### config.mk
export PLATFORM = sky130hd
export DESIGN_NAME = if_fetch
export DESIGN_NICKNAME = d
export VERILOG_FILES = /design/src/rtl/if_pkg.sv /design/src/rtl/if_fetch_chk.sv /design/src/rtl/if_fifo.sv /design/src/rtl/if_fetch.sv
export SDC_FILE = /design/constraint.sdc
export NUM_CORES = 1
export LEC_CHECK = 0
export CAP_MARGIN = 20
export CORE_ASPECT_RATIO = 1.5
export CORE_MARGIN = 3
export CORE_UTILIZATION = 45
export CTS_BUF_LIST = sky130_fd_sc_hd__clkbuf_4 sky130_fd_sc_hd__clkbuf_8
export DETAILED_ROUTE_END_ITERATION = 10
export DONT_BUFFER_PORTS = 1
export SLEW_MARGIN = 25
export SYNTH_ARGS = -nofsm -noshare
export SYNTH_HDL_FRONTEND = slang
export SYNTH_HIERARCHICAL = 1
export SYNTH_SLANG_ARGS = --single-unit
### constraint.sdc
create_clock -name clk -period 11.4 [get_ports clk]
set_input_delay 1.14 -clock clk [delete_from_list [all_inputs] [get_ports clk]]
set_output_delay 1.14 -clock clk [all_outputs]
set_load 0.01 [all_outputs]
### src/rtl/if_pkg.sv
// Shared types and constants for the instruction-fetch front end.
//
// Contents:
//   IF_RESET_PC_DEF - default PC fetched after reset
//   IF_INST_NOP     - instruction word used for a misaligned-redirect marker entry
//   IF_PC_STEP      - byte increment between sequential instruction words
//   if_entry_t      - one instruction-buffer entry {pc, inst[, misalign]}
//   if_align_pc()   - forces a byte address onto a word boundary
//
// Optional feature macro: IF_FETCH_MISALIGN_EN adds the per-entry misalign flag.
package if_pkg;

    localparam logic [31:0] IF_RESET_PC_DEF = 32'h0000_0000;
    localparam logic [31:0] IF_INST_NOP     = 32'h0000_0013;
    localparam logic [31:0] IF_PC_STEP      = 32'h0000_0004;

    typedef struct packed {
        logic [31:0] pc;
        logic [31:0] inst;
`ifdef IF_FETCH_MISALIGN_EN
        logic        misalign;
`endif
    } if_entry_t;

    function automatic logic [31:0] if_align_pc(input logic [31:0] raw);
        return {raw[31:2], 2'b00};
    endfunction

endpackage

### src/rtl/if_fetch_chk.sv
// Property checker for the fetch front end's instruction buffer.
//
// Ports:
//   clk, rst - clock and synchronous active-high reset
//   push     - entry written into the buffer this cycle
//   pop      - head entry consumed this cycle
//   count    - current buffer occupancy
//
// The credit rule in if_fetch guarantees a free slot for every response, so a
// push into a full buffer without a matching pop would mean a lost instruction.
module if_fetch_chk #(
    parameter int DEPTH = 2,
    parameter int CW    = 2
) (
    input logic          clk,
    input logic          rst,
    input logic          push,
    input logic          pop,
    input logic [CW-1:0] count
);

    property p_no_overflow;
        @(posedge clk) disable iff (rst)
            !(push && (count == CW'(DEPTH)) && !pop);
    endproperty

    a_no_overflow: assert property (p_no_overflow)
        else $error("if_fetch: instruction buffer overflow");

endmodule

### src/rtl/if_fifo.sv
// Synchronous instruction buffer holding if_entry_t words.
//
// Ports:
//   clk, rst   - clock and synchronous active-high reset
//   push       - write push_data this cycle (ignored when full with no pop)
//   push_data  - entry to write
//   pop        - drop the head entry this cycle (ignored when empty)
//   flush      - empty the buffer; takes effect after any same-cycle push/pop
//   head       - current head entry (don't-care while valid is low)
//   valid      - buffer holds at least one entry
//   count      - number of entries held
//
// DEPTH must be a power of two so the pointers wrap naturally.
module if_fifo
    import if_pkg::*;
#(
    parameter  int DEPTH = 2,
    localparam int CW    = $clog2(DEPTH) + 1
) (
    input  logic          clk,
    input  logic          rst,
    input  logic          push,
    input  if_entry_t     push_data,
    input  logic          pop,
    input  logic          flush,
    output if_entry_t     head,
    output logic          valid,
    output logic [CW-1:0] count
);

    localparam int AW = $clog2(DEPTH);

    if_entry_t     mem_r [DEPTH];
    logic [AW-1:0] wr_ptr_r;
    logic [AW-1:0] rd_ptr_r;
    logic [CW-1:0] count_r;
    logic          empty_s;
    logic          full_s;
    logic          do_push_s;
    logic          do_pop_s;

    // Qualify push/pop against the current fill level.
    always_comb begin
        empty_s   = (count_r == {CW{1'b0}});
        full_s    = (count_r == CW'(DEPTH));
        do_pop_s  = pop & ~empty_s;
        do_push_s = push & (~full_s | do_pop_s);
    end

    // Entry storage; no reset needed since count_r gates visibility.
    always_ff @(posedge clk) begin
        if (do_push_s) begin
            mem_r[wr_ptr_r] <= push_data;
        end
    end

    // Pointer and occupancy bookkeeping; flush overrides the same-cycle push/pop.
    always_ff @(posedge clk) begin
        if (rst) begin
            wr_ptr_r <= {AW{1'b0}};
            rd_ptr_r <= {AW{1'b0}};
            count_r  <= {CW{1'b0}};
        end else if (flush) begin
            wr_ptr_r <= {AW{1'b0}};
            rd_ptr_r <= {AW{1'b0}};
            count_r  <= {CW{1'b0}};
        end else begin
            if (do_push_s) begin
                wr_ptr_r <= wr_ptr_r + AW'(1'b1);
            end
            if (do_pop_s) begin
                rd_ptr_r <= rd_ptr_r + AW'(1'b1);
            end
            case ({do_push_s, do_pop_s})
                2'b10:   count_r <= count_r + CW'(1'b1);
                2'b01:   count_r <= count_r - CW'(1'b1);
                default: count_r <= count_r;
            endcase
        end
    end

    assign head  = mem_r[rd_ptr_r];
    assign valid = ~empty_s;
    assign count = count_r;

endmodule

### src/rtl/if_fetch.sv
// Instruction-fetch front end feeding decode from pu_rom.
//
// Owns the program counter, issues word addresses to the ROM, buffers returned
// words tagged with their PC and presents them to decode over valid/ready.
// Redirects flush everything in flight and restart fetch at the target.
//
// Ports:
//   clk, rst          - clock and synchronous active-high reset
//   rom_addr_o        - byte address to pu_rom (always the current PC)
//   rom_data_i        - pu_rom word, valid one cycle after its address
//   redirect_valid_i  - one-cycle redirect pulse
//   redirect_pc_i     - redirect target
//   if_valid_o        - head instruction valid
//   if_ready_i        - decode accepts the head this cycle
//   if_inst_o         - head instruction word
//   if_pc_o           - PC of the head instruction
//   if_misalign_o     - head entry marks a misaligned redirect (macro only)
//
// Optional feature macro: IF_FETCH_MISALIGN_EN. When defined, a redirect to a
// non-word-aligned target queues a single NOP marker entry flagged misaligned
// and fetch stalls until the next redirect. When undefined, the low two target
// bits are dropped.
module if_fetch
    import if_pkg::*;
#(
    parameter logic [31:0] RESET_PC   = IF_RESET_PC_DEF,
    parameter int          FIFO_DEPTH = 2
) (
    input  logic        clk,
    input  logic        rst,
    output logic [31:0] rom_addr_o,
    input  logic [31:0] rom_data_i,
    input  logic        redirect_valid_i,
    input  logic [31:0] redirect_pc_i,
    output logic        if_valid_o,
    input  logic        if_ready_i,
    output logic [31:0] if_inst_o,
    output logic [31:0] if_pc_o
`ifdef IF_FETCH_MISALIGN_EN
    ,
    output logic        if_misalign_o
`endif
);

    localparam int CW = $clog2(FIFO_DEPTH) + 1;

    logic [31:0]   pc_r;
    logic [31:0]   req_pc_r;
    logic          inflight_r;
    logic [CW-1:0] fifo_count_s;
    logic [CW-1:0] occ_s;
    logic          pop_s;
    logic          can_issue_s;
    logic          issue_s;
    logic          push_s;
    if_entry_t     push_entry_s;
    if_entry_t     head_s;

`ifdef IF_FETCH_MISALIGN_EN
    logic          stall_r;
    logic          mis_push_r;
    logic [31:0]   mis_pc_r;
`endif

    // Credit logic: an outstanding request already owns a buffer slot, so a new
    // one is issued only while a slot remains (or one frees up this cycle).
    always_comb begin
        pop_s       = if_valid_o & if_ready_i;
        occ_s       = fifo_count_s + {{(CW-1){1'b0}}, inflight_r};
        can_issue_s = (occ_s < CW'(FIFO_DEPTH)) |
                      ((occ_s == CW'(FIFO_DEPTH)) & pop_s);
`ifdef IF_FETCH_MISALIGN_EN
        issue_s = can_issue_s & ~redirect_valid_i & ~stall_r;
        push_s  = (inflight_r | mis_push_r) & ~redirect_valid_i;
        if (mis_push_r) begin
            push_entry_s.pc       = mis_pc_r;
            push_entry_s.inst     = IF_INST_NOP;
            push_entry_s.misalign = 1'b1;
        end else begin
            push_entry_s.pc       = req_pc_r;
            push_entry_s.inst     = rom_data_i;
            push_entry_s.misalign = 1'b0;
        end
`else
        issue_s           = can_issue_s & ~redirect_valid_i;
        push_s            = inflight_r & ~redirect_valid_i;
        push_entry_s.pc   = req_pc_r;
        push_entry_s.inst = rom_data_i;
`endif
    end

    // PC and outstanding-request tracking; redirect beats issue.
    always_ff @(posedge clk) begin
        if (rst) begin
            pc_r       <= RESET_PC;
            req_pc_r   <= RESET_PC;
            inflight_r <= 1'b0;
        end else if (redirect_valid_i) begin
            pc_r       <= if_align_pc(redirect_pc_i);
            inflight_r <= 1'b0;
        end else if (issue_s) begin
            pc_r       <= pc_r + IF_PC_STEP;
            req_pc_r   <= pc_r;
            inflight_r <= 1'b1;
        end else begin
            inflight_r <= 1'b0;
        end
    end

`ifdef IF_FETCH_MISALIGN_EN
    // Misaligned redirect: the marker entry is queued the cycle after the flush
    // so the flush cannot swallow it; fetch stays stalled until a new redirect.
    always_ff @(posedge clk) begin
        if (rst) begin
            stall_r    <= 1'b0;
            mis_push_r <= 1'b0;
            mis_pc_r   <= 32'h0000_0000;
        end else if (redirect_valid_i) begin
            stall_r    <= |redirect_pc_i[1:0];
            mis_push_r <= |redirect_pc_i[1:0];
            mis_pc_r   <= redirect_pc_i;
        end else begin
            mis_push_r <= 1'b0;
        end
    end
`endif

    if_fifo #(
        .DEPTH (FIFO_DEPTH)
    ) u_fifo (
        .clk       (clk),
        .rst       (rst),
        .push      (push_s),
        .push_data (push_entry_s),
        .pop       (pop_s),
        .flush     (redirect_valid_i),
        .head      (head_s),
        .valid     (if_valid_o),
        .count     (fifo_count_s)
    );

    if_fetch_chk #(
        .DEPTH (FIFO_DEPTH),
        .CW    (CW)
    ) u_chk (
        .clk   (clk),
        .rst   (rst),
        .push  (push_s),
        .pop   (pop_s),
        .count (fifo_count_s)
    );

    assign rom_addr_o = pc_r;
    assign if_inst_o  = head_s.inst;
    assign if_pc_o    = head_s.pc;
`ifdef IF_FETCH_MISALIGN_EN
    assign if_misalign_o = head_s.misalign;
`endif

endmodule

### Word-level counts from Yosys, hierarchy flattened

Memory sizes are Yosys's and may differ from the RTL's. A register that Yosys moved wholly into a read port is not among the register bits.
Cells that the tools add are included.

* muxes and demuxes: 8
* equality and inequality tests: 4
* bitwise logic cells: 11
* $add $sub $neg: 6
* $lt $le $gt $ge: 1
* reduce and logical (&&, ||, !) cells: 5

Operator list (number)
* 32-bit two-way mux: 2
* 32-bit by 3-bit adder with 32-bit output, second input constant: 1
* 1-bit bitwise AND: 6
* 2-bit == test, second input constant: 3
* 1-bit two-way mux: 5
* 2-bit case mux with 2 select lines: 1
* 2-bit nonzero test: 2
* 1-bit NOT: 3
* 1-bit adder, second input constant: 2
* 2-bit by 1-bit adder with 2-bit output: 1
* 2-bit by 1-bit adder with 2-bit output, second input constant: 1
* 2-bit by 1-bit == test with 1-bit output, second input constant: 1
* 2-bit zero test: 1
* 2-bit < comparator, second input constant: 1
* 1-bit OR: 2
* 2-bit AND reduction: 1
* 2-bit OR reduction: 1
* 2-bit by 1-bit subtractor with 2-bit output, second input constant: 1

* flip-flop bits (word level): 69
* input bits: 68
* logic and storage cells: 43
* output and inout bits: 97
* memories: 1
* memory bits (writable): 128

Memories
* u_fifo.mem_r: depth 2, bits a word 64, read ports 1, clocked after memory_dff 1, wr ports 1, RTL line if_fifo.sv:33 `if_entry_t mem_r [DEPTH];`

### Logic depth before layout (Yosys ltp)

Gate-level depths: netlist of the first run.

* depth after elaboration: 8
* depth in mapped cells: 8
* gate-level depth less buffers: 6

### Modules after synthesis

The synthesis of the first run kept the hierarchy.

By module, submodules not included
* if_fifo: area each 4862.2 um^2, seq. area each 3943.8 um^2, cells each 230, times used 1
* if_fetch: area each 2836.5 um^2, seq. area each 1221.2 um^2, cells each 349, times used 1

### Worst setup path after synthesis of the first run

OpenSTA, ideal clock, no wires.

* path kind: input to register
* start point: in redirect_valid_i
* end point: mem u_fifo/mem_r[0][0] in the netlist's numbering, enable pin
* path buffers: 1
* required time: 10.914 ns
* library setup time: 0.486 ns
* stages: 4
* data arrival time: 4.484 ns
* setup slack: 6.430 ns
* cells stage by stage: clkbuf_1 nor2b_1 o31ai_4 nor2_1

* cells in the longest elaborated chain, start to end: 5

RTL lines
* start: declaration: RTL line if_fetch.sv:33 `input logic redirect_valid_i,`
* 1-bit NOT (no source line)
* 1-bit bitwise AND: RTL line if_fetch.sv:86 `push_s = inflight_r & ~redirect_valid_i;`
* via push_s: RTL line if_fetch.sv:55 `logic push_s;`
* 1-bit bitwise AND: RTL line if_fifo.sv:47 `do_push_s = push & (~full_s | do_pop_s);`
* 1-bit two-way mux: RTL line if_fifo.sv:52 `if (do_push_s) begin`
* 1-bit two-way mux (not written as such): RTL line if_fifo.sv:53 `mem_r[wr_ptr_r] <= push_data;`
* end: declaration: RTL line if_fifo.sv:33

The timed path passes the listed nets, and every way through them passes these cells.

==> results.md, run 1 <==
- Cell type group with the largest total delay on the critical path: flip-flops
- Synth warnings: 6
- Fin. max-slew vios: 0
- Count of clock tree sinks: 194
- Highest fanout seen on the critical path: 64
- Leading cell types by count after synthesis: edfxtp_1 (128), nand2_1 (74), dfxtp_1 (66), mux2_1 (64), a21oi_1 (37)
- Vias/cell: 5.52
- Number of inserted filler cells in the final layout: about 1.5k
- Sequential share of power: between 60 and 70%
- Largest cells by area after synthesis: edfxtp_1 (50%), dfxtp_1 (17%), mux2_1 (9.4%), nand2_1 (3.6%), a21oi_1 (2.4%)
- Setup repair after global routing missed its margin: no
- Die outline width: around 110 um
- Final number of setup-violating endpoints: 0
- Via count of the first global-routing pass: approximately 4.4k
- Most used flip-flop cell after synthesis: edfxtp_1
- Post-CTS resize count: 0
- Clk root buf: clkbuf_8
- Number of enable-type register cells in the synthesized netlist: 128
- Fraction of layout instances using a drive strength above 1: under 10%
- Sequential fraction of the synthesis area: around 67%
- Data arrival time of the critical path: 1.88 ns
- Total Routing Usage GR: between 10% and 20%
- Vert. Die Dim: approximately 170 um
- Storage element area: just over 5000 um2
- Post-CTS setup buffer count: 0
- Data required time at the worst endpoint: ~10 ns
- Count of hold buffers inserted by post-cts repair: 0
- Half-perimeter wire length after detailed placement: roughly 11000 um
- Utilization after layout: 50.1%
- Grt ovf: 0
- Via total after detailed routing: between 4k and 5k
- Period minus WS final: roughly 3 ns
- Flop-to-flop setup slack: between 8 and 9 ns
- Diode insertion count for antenna repair: 0
- Total placed cells including tap cells: 762
- Detailed-route DRC error count: 0
- Post-synthesis sequential element count: 194
- Slowest Stage Delay on Critical Path: just over 0.9 ns
- Total area of multi-input combinational cells: about 2400 um2
- Core area: about 16000 um2
- Areal power density over the cells: 151 nW/um2
- Average size of a mapped cell: approximately 13 um2
- Crit. End Element: output pin
- Startpoint kind of the worst setup timing path: flop
- Buffers plus inverters on the worst setup path: 0
- Top cell type's share of synthesized area: between 40% and 50%
- Total clock buffers created by CTS: 17
- Static Leak: 2.71 nW
- Count of different cell masters after synthesis: 53
- Least-Margin Pin Slew: ~0.9 ns
- Sw Pwr: 0.299 mW
- Hold/Removal Path Class: reg2reg
- Final WS setup: 8.38 ns
- Initial core utilization: 46.7%
- Most frequent cell after synthesis: edfxtp_1
- Routed len/inst: approximately 20 um
- First-pass GRT wire length: 24600 um
- I/O Buffers: 0
- Proportion of power drawn by combinational gates: under 10%
- Max stage delay cell, worst path: dfxtp_4
- Synthesized cell area: slightly below 8000 um2
- Deepest level of the CTS H-tree: 4
- Initial antenna violation count: 0
- Die outline area: between 15000 and 20000 um2
- Period Utilization, post-route: between 20% and 30%
- Power after layout: around 1.2 mW
- Final weighted congestion in routability-driven placement: between 0.7 and 0.8
- Longest Clk Path Bufs: 2
- Row count: between 50 and 60
- Final #Nets: roughly 650
- Cell-by-cell listing of the critical path: mux2_1
- Max rail drop VDD: ~0.075 mV
- Post-Route Skew: 0.0213 ns
- Clock transition time at the flip-flop clock pins of the worst setup and hold paths: about 0.10 ns
- Top achievable clock speed: 331 MHz
- Finished Layout Cells: slightly below 800
- ANT nets after route: 0
- Setup slack after placement: 8.43 ns
- Cell count after synthesis: about 580
- Final WL: 15900 um
- Leading area contributor after synthesis: edfxtp_1
- Total I/O pin count: about 170
- Layout overhead on the synthesized area: 7.25%
- Max-Slew Margin vs Limit: about two fifths
- Sw frac: about a quarter
- Number of search-and-repair iterations in the first detailed-routing pass: 4
- Internal: about 0.95 mW
- Async S/R FF share, synth: 0%
- Max Cap Violations: 0
- Final-report hold violation count: 0
- Run status: finished clean
- TritonCTS clock tree: yes
- Clock share of power: 32.6%
- Largest net degree at the start of global routing: 65
- Worst-skew pair later-pin latency: 0.45 ns
- Setup Crit Path Kind: reg2out
- DR iter-0 viols: approximately 200
- TNS Setup: 0 ns
## state kept, by name, indices dropped and copies added, names as in the netlist, named ones only
register and flops:
u_fifo/count 2, u_fifo/mem_r 128, inflight_r 1, rom_addr_o 30, u_fifo/rd_ptr_r 1, req_pc_r 30, u_fifo/wr_ptr_r 1
## metrics by stage
step                      hold slack [ns]  instance area [um2]
final                               0.451                 8260
after floorplan                     0.425                 7720
after global placement              0.432                 7890
after detailed placement            0.439                 7890
after global routing                0.468                 8260
after CTS                           0.454                 8260
## cell type report
class,instances,area share [%]
clock buffers,18,2.92
well taps,206,3.12
repair buffers,5,0.455
multi-input cells,352,29.2
inverters,5,0.227
clock inverters,14,1.52
flip-flops and latches,194,62.6
## worst paths after layout
path | startpoint | to | depth (start not counted)
setup / recovery | flop | if_pc_o[13] | 1
hold / removal | req_pc_r[18] | u_fifo/mem_r[1][50] | 0
setup reg to reg | u_fifo/count[1] | u_fifo/mem_r[0][42] | 5
hold reg to reg | req_pc_r[18] | u_fifo/mem_r[1][50] | 0
## logic make-up after synthesis
kind of cell	Yosys count	share of synthesized area (%)
muxes	67	9.82
AOI/OAI and AO/OA	79	6.55
xor gates and xnor gates	30	3.51
adders and majority gates	2	0.325
buffers and inverters	38	2.16
other	1	0.0487
DFF	194	67.1
and+or+nand+nor	168	10.5
## power groups by stage
stage | sequential [mW] | combinational, mW | clock, mW
4_1_cts | 0.791 | 0.0488 | 0.422
5_1_grt | 0.794 | 0.0537 | 0.451
2_1_floorplan | 0.799 | 0.0424 | 0
3_5_place_dp | 0.807 | 0.0485 | 0
3_3_place_gp | 0.806 | 0.0472 | 0
6_report | 0.791 | 0.0476 | 0.406
## layer usage
metal	track usage (%)	routed length, um	vias to the layer above
met1	18.7	5980	2129
li1	-	-	2099
met3	6.27	1380	14
met4	5.07	199	0
met5	0	0	-
met2	29.3	8330	144
## cell usage in the layout (no fill, tap or decap), types with 3 or more instances in the layout
cell      Yosys  final
buf_4         3      5
inv_6         0      3
mux2_1       64     64
xnor2_1      16     16
nor2_1       36     33
nand4_1      12     12
edfxtp_1    128    128
clkbuf_8      0     17
nand2_1      74     74
nand4_2       3      3
inv_1         3      3
a311oi_1      3      3
dfxtp_1      66     65
conb_1        1      6
nor3_1        4      4
clkinv_4      0      5
nor4_1        5      5
a21oi_1      37     37
xor2_1       13     13
and3_1        3      3
o21ai_0       6      5
a211oi_1     19     19
nand3_1      12     12
and2_1        4      4
(Power assumes the default switching activity.)
==> run 2, diff against run 1 <==
clock period = 2.8 ns   (was 11.4 ns; I/O delays follow)
==> results.md, run 2 (synthesis gave the netlist of run 1 again) <==
- Final #Nets: 713 (was 645)
- Startpoint kind of the worst setup timing path: flop (unchanged)
- Crit. End Element: flop (was output pin)
- Count of clock tree sinks: 194 (unchanged)
- Static Leak: 3.01 nW (was 2.71 nW)
- Final instance area: 8950 um2 (was 8260 um2)
- Total placed cells including tap cells: 772 (was 762)
- Fin. max-slew vios: 0 (unchanged)
- ANT nets after route: 0 (unchanged)
- Detailed-route DRC error count: 0 (unchanged)
- Total Routing Usage GR: 17.4% (was 16.7%)
- Number of search-and-repair iterations in the first detailed-routing pass: 6 (was 4)
- Vert. Die Dim: 166 um (unchanged)
- TritonCTS clock tree: yes (unchanged)
- Layout overhead on the synthesized area: 16.3% (was 7.25%)
- Final weighted congestion in routability-driven placement: 0.791 (was 0.788)
- Areal power density over the cells: 578 nW/um2 (was 151 nW/um2)
- Vias/cell: 5.37 (was 5.52)
- Worst-skew pair later-pin latency: 0.45 ns (about the same)
- Post-Route Skew: 0.0181 ns (was 0.0213 ns)
- Utilization after layout: 54.3% (was 50.1%)
- I/O Buffers: 0 (unchanged)
- Longest Clk Path Bufs: 2 (unchanged)
- Initial antenna violation count: 0 (unchanged)
- Largest net degree at the start of global routing: 65 (unchanged)
- Grt ovf: 0 (unchanged)
- Period Utilization, post-route: a little over four fifths
- First-pass GRT wire length: 25600 um (was 24600 um)
- Routed len/inst: 19.0 um (was 20.0 um)
- Core area: 16500 um2 (unchanged)
- Post-CTS setup buffer count: 0 (unchanged)
- Clk root buf: clkbuf_8 (unchanged)
- Period minus WS final: about 2.4 ns
- Row count: 57 (unchanged)
- Post-place instance area: 7990 um2 (was 7890 um2)
- Max-Slew Margin vs Limit: 55.8% (was 40.0%)
- Hold/Removal Path Class: in2reg (was reg2reg)
- Setup repair after global routing missed its margin: no (unchanged)
- Data required time at the worst endpoint: 3.15 ns (was 10.26 ns)
- Fraction of layout instances using a drive strength above 1: 9.91% (was 9.35%)
- Final number of setup-violating endpoints: 0 (unchanged)
- Final-report hold violation count: 0 (unchanged)
- Via count of the first global-routing pass: 4652 (was 4418)
- Leading cell type in the layout, fill and taps excluded: edfxtp_1 (unchanged)
- Total I/O pin count: 165 (unchanged)
- Diode insertion count for antenna repair: 0 (unchanged)
- Least-Margin Pin Slew: 0.662 ns (was 0.900 ns)
- Register with the highest flop count: u_fifo/mem_r (unchanged)
- Max rail drop VDD: 0.283 mV (was 0.0748 mV)
- Deepest level of the CTS H-tree: 4 (unchanged)
- Via total after detailed routing: 4627 (was 4386)
- Total clock buffers created by CTS: 17 (unchanged)
- Number of flip-flops under the largest register name: 128 (unchanged)
- Setup slack after placement: 0.557 ns (was 8.43 ns)
- Final WS setup: 0.436 ns (was 8.38 ns)
- Clock transition time at the flip-flop clock pins of the worst setup and hold paths: 0.10 ns (about the same)
- Die outline width: 113 um (unchanged)
- Top achievable clock speed: roughly 420 MHz
- Finished Layout Cells: 862 (was 794)
- Die outline area: 18700 um2 (unchanged)
- Initial core utilization: 46.7% (unchanged)
- Highest fanout seen on the critical path: 8 (was 64)
- Setup Crit Path Kind: reg2reg (was reg2out)
- DR iter-0 viols: 276 (was 195)
- Half-perimeter wire length after detailed placement: 10800 um (was 10600 um)
- Hold slack final: 0.0413 ns (was 0.451 ns)
- Highest-count cells in the layout ignoring fill and taps: edfxtp_1 (128), nand2_1 (74), dfxtp_1 (65), mux2_1 (64), dlygate4sd3_1 (57) (was edfxtp_1 (128), nand2_1 (74), dfxtp_1 (65), mux2_1 (64), a21oi_1 (37))
- Max Cap Violations: 0 (unchanged)
- Final WL: 16400 um (was 15900 um)
- Run status: finished clean (unchanged)
- Data arrival time of the critical path: 2.72 ns (was 1.88 ns)
-- run 2: critical path: stages (launching register included) --
cell and delay (ns):
dfxtp_1 0.52, ha_1 0.30, nand3b_1 0.20, a21boi_1 0.43, nand2_2 0.13, or3_1 0.38
a311oi_1 0.31
-- run 2: routing by layer --
layer  wire length [um]  vias up  global-route usage (%)
met4                208        0                    6.01
met3               1180       18                    5.94
li1                   -     2229                       -
met1               6610     2235                    20.8
met2               8390      145                    29.1
met5                  0        -                       0
-- run 2: final timing paths --
check                                      endpoint              from  slack [ns]  depth (start not counted)
worst max-delay path                 rom_addr_o[30]   u_fifo/count[0]        0.44                          6
worst min-delay path                  rom_addr_o[3]  redirect_pc_i[3]        0.04                          2
worst max register to register       rom_addr_o[30]   u_fifo/count[0]        0.44                          6
worst min register to register  u_fifo/mem_r[0][41]       req_pc_r[9]        0.45                          0
-- run 2: layout make-up --
class / instances / area, um2
clock buffer: 17 / 234
clock inverter: 15 / 129
fill: 1407 / 7520
inverter: 5 / 18.8
multi-input combinational: 352 / 2410
sequential: 194 / 5170
tap: 206 / 258
timing repair buffer: 73 / 736
-- run 2: through the flow --
step	setup TNS [ns]	power, mW
6_report	0	5.18
5_1_grt	0	5.41
2_1_floorplan	-51.27	3.43
3_3_place_gp	0	3.48
3_5_place_dp	0	3.49
4_1_cts	0	5.25
-- run 2: repair_timing --
item,in CTS,in global routing
endpoints found under the hold margin,125,0
resized for setup,0,0
hold buffers,58,0
endpoints found under the setup margin,0,0
-- run 2: power by group --
part           total [mW]  switching, mW  internal (mW)
clock network        1.66           1.02          0.639
logic               0.300          0.165          0.136
registers            3.21         0.0922           3.12
total                5.18           1.28           3.90
==> variant (flow settings as in run 2) <==
Build with the macro `IF_FETCH_MISALIGN_EN` defined.
--- a/src/rtl/if_pkg.sv
+++ b/src/rtl/if_pkg.sv
@@ -8,6 +8,8 @@
 //   if_align_pc()   - forces a byte address onto a word boundary
 //
 // Optional feature macro: IF_FETCH_MISALIGN_EN adds the per-entry misalign flag.
+`define IF_FETCH_MISALIGN_EN
+
 package if_pkg;
 
     localparam logic [31:0] IF_RESET_PC_DEF = 32'h0000_0000;
Formal check against the unedited RTL (old outputs only; new: if_misalign_o): not equivalent (Yosys sat finds a counterexample within 4 cycles, from zero or initial values and one cycle with rst high).
==> variant against run 2 <==
Setup slack got worse by 100 ps. Synthesized area rose by 24%. Total power rose by 36%. Global-route usage rose by 1.1 points. Routed wire length rose by 31%. Sequential share of layout area fell by 4.1 points. Sequential cell count rose by 36. Final area rose by 23%. Largest power group unchanged. Highest routed layer unchanged.
==> variant: results (changes against run 2) <==
GRT
  – Vias in the first global route: 6160 (was 4652)
  – Pin count of the biggest net entering global routing: 95 (was 65)
  – First-pass GRT wire length: 33.8 mm (was 25.6 mm)
  – Total track usage: 0.185 (was 0.174)

CTS
  – # clock sinks: 230 (was 194)
  – Hold buffers post-CTS: 44 (was 58)
  – Clock Latency Late Sink: 510 ps (was 450 ps)

Finish
  – Non-clock buffering overhead: 0.0593 (was 0.0822)
  – Fillers: 1797 (was 1407)
  – #MultiIn Comb: 477 (was 352)
  – Nonclk buf count: 61 (was 73)
  – Share of layout cells above drive strength 1: 0.169 (was 0.0991)
  – Final std cells w/o fill: 1102 (was 862)
  – Clock-cell share of area: 0.0636 (was 0.0405)

Route
  – WL final: 21.4 mm (was 16.4 mm)
  – Via density: 5.27 (was 5.37)
  – DR iter-0 viols: 256 (was 276)

Yosys
  – Multiplexer share of the synthesized area: 0.150 (was 0.0982)
  – Synthesized instance count: 758 (was 579)
  – Compound-Gate Fraction of Synth Area: 0.0588 (was 0.0655)
  – XOR/XNOR Fraction of Synth Area: 0.0266 (was 0.0351)
  – Largest family of logic cells by synthesized area: multiplexers (was simple AND/OR/NAND/NOR gates)
  – Sequential share of the synthesized area: 0.621 (was 0.671)
  – Commonest cells post-synth: edfxtp_1 (130), dfxtp_1 (100), nand2_1 (80), nor2_1 (71), mux2_1 (55) (was edfxtp_1 (128), nand2_1 (74), dfxtp_1 (66), mux2_1 (64), a21oi_1 (37))
  – Post-synth EDFFs: 130 (was 128)

Power
  – Final Power: 7.02 mW (was 5.18 mW)
  – Worst VDD drop: 0.361 mV (was 0.283 mV)
  – Leakage: 3.97 nW (was 3.01 nW)

Timing
  – Skew final: 14.1 ps (was 18.1 ps)
  – Max_slew headroom: 0.427 (was 0.558)

Outcome
  – Status: finished, final reports clean (unchanged)

Critical path
  – Critical path's top delay family: simple AND/OR/NAND/NOR gates (was compound AO/OA/AOI/OAI gates)
  – Arrival time worst endpoint: 2880 ps (was 2720 ps)
  – CP peak stage delay: 490 ps (was 520 ps)

Placed design
  – DPL Wire Length: 14.1 mm (was 10.8 mm)
variant: through the flow:
step / cell area [sq um] / util / hold WS (ps) / worst slack [ps]
after global placement: 9850 / 0.478 / 357 / 449
final: 11000 / 0.536 / 34.5 / 335
after CTS: 11000 / 0.536 / 0.768 / 304
after detailed placement: 9850 / 0.478 / 359 / 336
after floorplan: 9530 / - / 369 / 61.0
after global routing: 11000 / 0.536 / 4.37 / 110
variant: final timing paths:
kind              startpoint             endpoint  slack, ps  cells after the start
max          u_fifo/count[0]       rom_addr_o[25]        330                      6
min           rom_data_i[17]  u_fifo/mem_r[0][18]         30                      1
min reg2reg     req_pc_r[23]         req_pc_r[23]        450                      2
max reg2reg  u_fifo/count[0]       rom_addr_o[25]        330                      6
variant: per-layer routing:
layer  GRT usage  vias up  share of wire
met4      0.0750        0          0.030
met5           0        -              0
li1            -     2808              -
met3      0.0602       41          0.071
met2       0.340      164           0.53
met1       0.196     2795           0.37
